## src/rtl/fetch_queue.sv

```systemverilog
// fetch_queue: instruction fetch front end.
// Walks the PC, issues word reads to a variable-latency instruction memory
// over a req/ack handshake, and buffers the returned words together with their PC
// in a DEPTH-entry prefetch FIFO. The FIFO head is presented to decode with a
// valid/ready handshake. A redirect flushes the queue and restarts fetch at
// the target address.
//
// Ports:
//   clk, reset (async, active-low)
//   imem_req/imem_addr  -> request to instruction memory (held until ack)
//   imem_ack/imem_rdata <- completion and instruction word
//   redirect/redirect_pc <- flush and restart fetch (bits [1:0] of pc ignored)
//   inst_valid/inst_ready/inst_out/inst_pc/inst_pc4 -> decode-side head
//   count -> entries currently held
module fetch_queue #(
  parameter int unsigned DEPTH    = 4,
  parameter logic [31:0] RESET_PC = 32'h0000_0000
) (
  input  logic                     clk,
  input  logic                     reset,
  output logic                     imem_req,
  output logic [31:0]              imem_addr,
  input  logic                     imem_ack,
  input  logic [31:0]              imem_rdata,
  input  logic                     redirect,
  input  logic [31:0]              redirect_pc,
  output logic                     inst_valid,
  input  logic                     inst_ready,
  output logic [31:0]              inst_out,
  output logic [31:0]              inst_pc,
  output logic [31:0]              inst_pc4,
  output logic [$clog2(DEPTH):0]   count
);

  localparam int unsigned AW = $clog2(DEPTH);
  localparam int unsigned CW = AW + 1;

  typedef enum logic [1:0] {
    IDLE,
    REQ,
    DROP
  } state_t;

  state_t         state;
  logic [31:0]    fetch_pc;
  logic [31:0]    req_addr;
  logic [31:0]    fifo_pc   [DEPTH];
  logic [31:0]    fifo_word [DEPTH];
  logic [AW-1:0]  rd_ptr;
  logic [AW-1:0]  wr_ptr;
  logic [CW-1:0]  cnt;

  logic           push;
  logic           pop;
  logic [CW-1:0]  cnt_next;
  logic           room;
  logic           unused_pc_bits;

  // Low address bits of a redirect target are forced to zero.
  assign unused_pc_bits = ^redirect_pc[1:0];

  always_comb begin
    pop      = (cnt != '0) && inst_ready;
    push     = (state == REQ) && imem_ack && !redirect;
    cnt_next = cnt + CW'(push) - CW'(pop);
    // Issue another request only if its word is guaranteed a free slot.
    room     = cnt_next < CW'(DEPTH);
  end

  assign imem_req   = (state != IDLE);
  assign imem_addr  = req_addr;
  assign inst_valid = (cnt != '0);
  assign inst_out   = fifo_word[rd_ptr];
  assign inst_pc    = fifo_pc[rd_ptr];
  assign inst_pc4   = fifo_pc[rd_ptr] + 32'd4;
  assign count      = cnt;

  always_ff @(posedge clk or negedge reset) begin
    if (!reset) begin
      state    <= IDLE;
      fetch_pc <= RESET_PC;
      req_addr <= RESET_PC;
      rd_ptr   <= '0;
      wr_ptr   <= '0;
      cnt      <= '0;
      for (int unsigned i = 0; i < DEPTH; i++) begin
        fifo_pc[AW'(i)]   <= '0;
        fifo_word[AW'(i)] <= '0;
      end
    end else if (redirect) begin
      // Flush; a pop this cycle needs no bookkeeping since the queue empties.
      cnt      <= '0;
      rd_ptr   <= '0;
      wr_ptr   <= '0;
      fetch_pc <= {redirect_pc[31:2], 2'b00};
      case (state)
        REQ:     state <= imem_ack ? IDLE : DROP;
        DROP:    if (imem_ack) state <= IDLE;
        default: state <= IDLE;
      endcase
    end else begin
      cnt <= cnt_next;
      if (pop) rd_ptr <= rd_ptr + AW'(1);
      if (push) begin
        fifo_pc[wr_ptr]   <= req_addr;
        fifo_word[wr_ptr] <= imem_rdata;
        wr_ptr            <= wr_ptr + AW'(1);
      end
      case (state)
        IDLE: begin
          if (room) begin
            state    <= REQ;
            req_addr <= fetch_pc;
          end
        end
        REQ: begin
          if (imem_ack) begin
            fetch_pc <= req_addr + 32'd4;
            if (room) req_addr <= req_addr + 32'd4;
            else      state    <= IDLE;
          end
        end
        DROP: begin
          if (imem_ack) state <= IDLE;
        end
        default: state <= IDLE;
      endcase
    end
  end

endmodule

```

## config.mk

```make
export PLATFORM = sky130hd
export DESIGN_NAME = fetch_queue
export DESIGN_NICKNAME = d
export VERILOG_FILES = /design/src/rtl/fetch_queue.sv
export SDC_FILE = /design/constraint.sdc
export NUM_CORES = 1
export LEC_CHECK = 0
export BUFFER_PORTS_ARGS = -buffer_cell sky130_fd_sc_hd__buf_2
export CAP_MARGIN = 10
export CORE_MARGIN = 4
export CORE_UTILIZATION = 40
export CTS_CLUSTER_DIAMETER = 50
export DETAILED_ROUTE_END_ITERATION = 10
export SLEW_MARGIN = 25
export SYNTH_ARGS = -nofsm -noshare
export SYNTH_HDL_FRONTEND = slang
export SYNTH_SLANG_ARGS = --single-unit
```

## constraint.sdc

```tcl
create_clock -name clk -period 3.48 [get_ports clk]
set_input_delay 0.522 -clock clk [delete_from_list [all_inputs] [get_ports clk]]
set_output_delay 0.522 -clock clk [all_outputs]
set_load 0.05 [all_outputs]
```

==> results.md <==
* Via/cell ratio at 5.44
* Initial antenna violation count at 0
* Final instance area at between 15000 and 20000 µm²
* HP Class: in2reg
* Yosys top cell by area: dfrtp_1
* Clock Tree Buf Depth at 3
* P&R area growth vs syn at 21.5%
* CTS tree: done
* Clock Latency Late Sink at 0.55 ns
* Post-synthesis sequential area ratio at roughly half
* Syn nets at between 1k and 1.5k
* EDFF count, synth at 0
* Number of global-route vias before repair at approximately 11k
* Drt first pass iters at 5
* NumNets Final at 1546
* Worst-Margin Slew at approximately 0.78 ns
* Commonest non-fill, non-tap cells in the layout: 326 x dfrtp_1, 226 x mux2_2, 179 x buf_2
* Die height at around 210 µm
* Commonest non-fill, non-tap cell in the layout: dfrtp_1
* Vias at ~11k
* Clk root buf: clkbuf_16
* Starting Density at 40.9%
* Static leakage at ~9.1 nW
* Hold_sp: redirect_pc[6]
* Status: finished clean
* Power density cells at around 1000 nW/µm²
* Synthesized area per cell at 12.6 µm²
* First-iteration detailed-routing DRC count at ~640
* Async set-or-reset flop fraction in the synthesized netlist at between 90% and 100%
* DRT Wirelength at between 40000 and 50000 µm
* Gr ovfl total at 0
* DP HPWL at 27500 µm
* Synth area leaders: dfrtp_1 51%, mux2_2 16%, mux4_2 8.7%, nand2_1 2.2%, o21ai_0 2.2%
* Setup_tns at 0 ns
* Slew Limit Fails at 0
* Worst reg2reg startpoint: count[1]$_DFF_PN0_
* Top-area cell type share of the netlist area at ~50%
* CP max FO at 7
* # IOs at a little over 200
* Endpoints failing setup at 0
* DR WL/cell at roughly 21 µm
* R2R Path End: imem_addr[25]$_DFFE_PN0P_
* Peak VDD IR at between 0.9 and 1 mV
* Cts bufs inserted at 43
* R2R depth at 13
* Placed cell area at around 18000 µm²
* Clk sink count at about 330
* Layout Skew at between 0.015 and 0.02 ns
* Synth Warn # at 0
* CTS clk-pin slew, worst paths at 0.06 ns
* Final Hold Vio Count at 0
* Sink of the worst hold path: fetch_pc[6]$_DFFE_PN0P_
* I/O Buffers at 199
* Post-DRT Antenna Nets at 0
* Die area at roughly 43000 µm²
* Layout cells sized above 1 at between 40 and 50%
* Hold Path Depth at 3
* Total GRT Usage at a little under a fifth
* Tmin final at between 3 and 4 ns
* Reg2Reg Setup Slack at roughly 0.28 ns
* Crit start category: register
* Die Span X at slightly above 200 µm
* Critical path class: reg2out
* First-pass GRT wire length at 66500 µm
* Htree depth at 2
* Worst path required time at between 2 and 3 ns
* Gpl congestion at between 0.8 and 0.9
* Synth Flop Type: dfrtp_1
* Row Count at around 70
* Antenna cell count at 0
* Post-synthesis cell type count at between 60 and 70
* MaxCap Viol Count at 0
* Register bit count reported by yosys at roughly 330
* DRC violations left at 0
* Fillers at ~3.5k
* Total power at 19.6 mW
* Worst relative slew slack at 47.9%
* Syn Std Cell Area at around 16000 µm²
* CP Data Arrival Time at about 2.9 ns
* Area of the core at roughly 40000 µm²
* Nature of the critical path endpoint: output pin
* RSZ-0062 raised after global routing: true
* Highest clock rate at roughly 0.29 GHz
* Final Cycle Share at between 90% and 100%
* Largest net degree at the start of global routing at 90
* Number of cells produced by synthesis at about 1.3k
registers in the layout, summed over array words and instances, names as in the netlist:
register / cells
imem_addr: 32
fetch_pc: 32
state: 2
count: 3
fifo_word: 128
rd_ptr: 2
wr_ptr: 2
fifo_pc: 128
layer usage:
| metal | track usage, % | up-vias | share of wire, % |
|---|---|---|---|
| li1 | - | 5028 | - |
| met1 | 27.1 | 5659 | 46 |
| met2 | 30.8 | 226 | 48 |
| met3 | 3.07 | 57 | 4.4 |
| met4 | 4.35 | 0 | 1.8 |
| met5 | 0 | - | 0 |
worst max path at each step:
stage | start | end | slack, ns | cells after the start
floorplan | count[0]$_DFF_PN0_ | imem_addr[10]$_DFFE_PN0P_ | 0.05 | 12
global route | rd_ptr[0]$_DFFE_PN0P_ | inst_pc4[26] | -0.09 | 8
global placement | rd_ptr[1]$_DFFE_PN0P_ | inst_pc4[14] | 0.24 | 7
CTS | rd_ptr[0]$_DFFE_PN0P_ | inst_pc4[15] | 0.007 | 7
finish | rd_ptr[0]$_DFFE_PN0P_ | inst_pc4[31] | 0.05 | 8
detailed placement | rd_ptr[1]$_DFFE_PN0P_ | inst_pc4[14] | 0.27 | 7
synthesized netlist by cell type, types with 3 or more instances:
master and n:
nand3_1 29, a21oi_1 53, o22ai_1 8, o31ai_1 7, clkbuf_1 66, nor4_4 3, buf_1 9, nor4_1 4
mux2i_1 13, a211oi_1 7, dfrtp_1 329, nand4_1 26, nor2_1 43, ha_1 11, inv_1 23, nand2_1 95
and4_1 5, xnor2_1 34, xor2_1 15, o22a_1 4, and3_1 8, o21a_1 4, o21ai_0 71, and2_1 6
buf_2 20, a31o_2 5, o21ai_1 4, nor3_1 15, a31oi_1 5, nor3b_1 10, mux4_2 62, mux2_2 226
or3_1 6
timing repair:
item	4_1_cts	5_1_grt
setup endpoints to repair	22	19
pin swaps	3	0
hold buffers	1	0
resized for setup	25	12
endpoints found under the hold margin	57	0
buffers inserted	21	1
through the flow:
stage / setup slack, ns / hold WS, ns / util [%] / cells
final: 0.0534 / 0.184 / 49.7 / 2018
after global routing: -0.0948 / 0.168 / 49.7 / 2018
after CTS: 0.00741 / 0.154 / 49.6 / 2017
after floorplan: 0.0510 / 0.226 / - / 1267
after detailed placement: 0.272 / 0.469 / 45.1 / 1915
after global placement: 0.245 / 0.456 / 45.1 / 1915
worst max-delay path: stages (launching register included):
cell and delay [ns]:
dfrtp_4 0.53, buf_12 0.15, mux4_2 0.48, nand3_4 0.21
nor4_4 0.27, buf_6 0.18, nand4_1 0.13, xnor2_1 0.17
buf_4 0.22
report_power, final:
| part | switching [mW] | total (mW) | internal, mW |
|---|---|---|---|
| Sequential | 0.945 | 5.72 | 4.77 |
| Clock | 1.73 | 4.55 | 2.82 |
| Combinational | 6.21 | 9.29 | 3.08 |
logic make-up (layout without fill, tap and decap cells):
| family | after synthesis | in the layout | synth area share (%) |
|---|---|---|---|
| and+or+nand+nor | 266 | 266 | 8.77 |
| DFF | 329 | 329 | 51.5 |
| AOI/OAI and AO/OA | 182 | 182 | 6.61 |
| adders and majority gates | 12 | 12 | 0.986 |
| xor gates and xnor gates | 51 | 51 | 2.97 |
| buffers and inverters | 124 | 357 | 3.37 |
| muxes | 303 | 303 | 25.8 |
layout make-up:
| class | count | area (µm²) | share of cell area, % |
|---|---|---|---|
| clock buffer | 57 | 1230 | 6.33 |
| tap | 518 | 648 | 3.34 |
| inverter | 23 | 86.3 | 0.444 |
| clock inverter | 23 | 270 | 1.39 |
| timing repair buffer | 254 | 1640 | 8.43 |
| multi-input combinational | 814 | 7320 | 37.7 |
| sequential | 329 | 8240 | 42.4 |
Note: power is estimated with default switching activity, not from simulation.
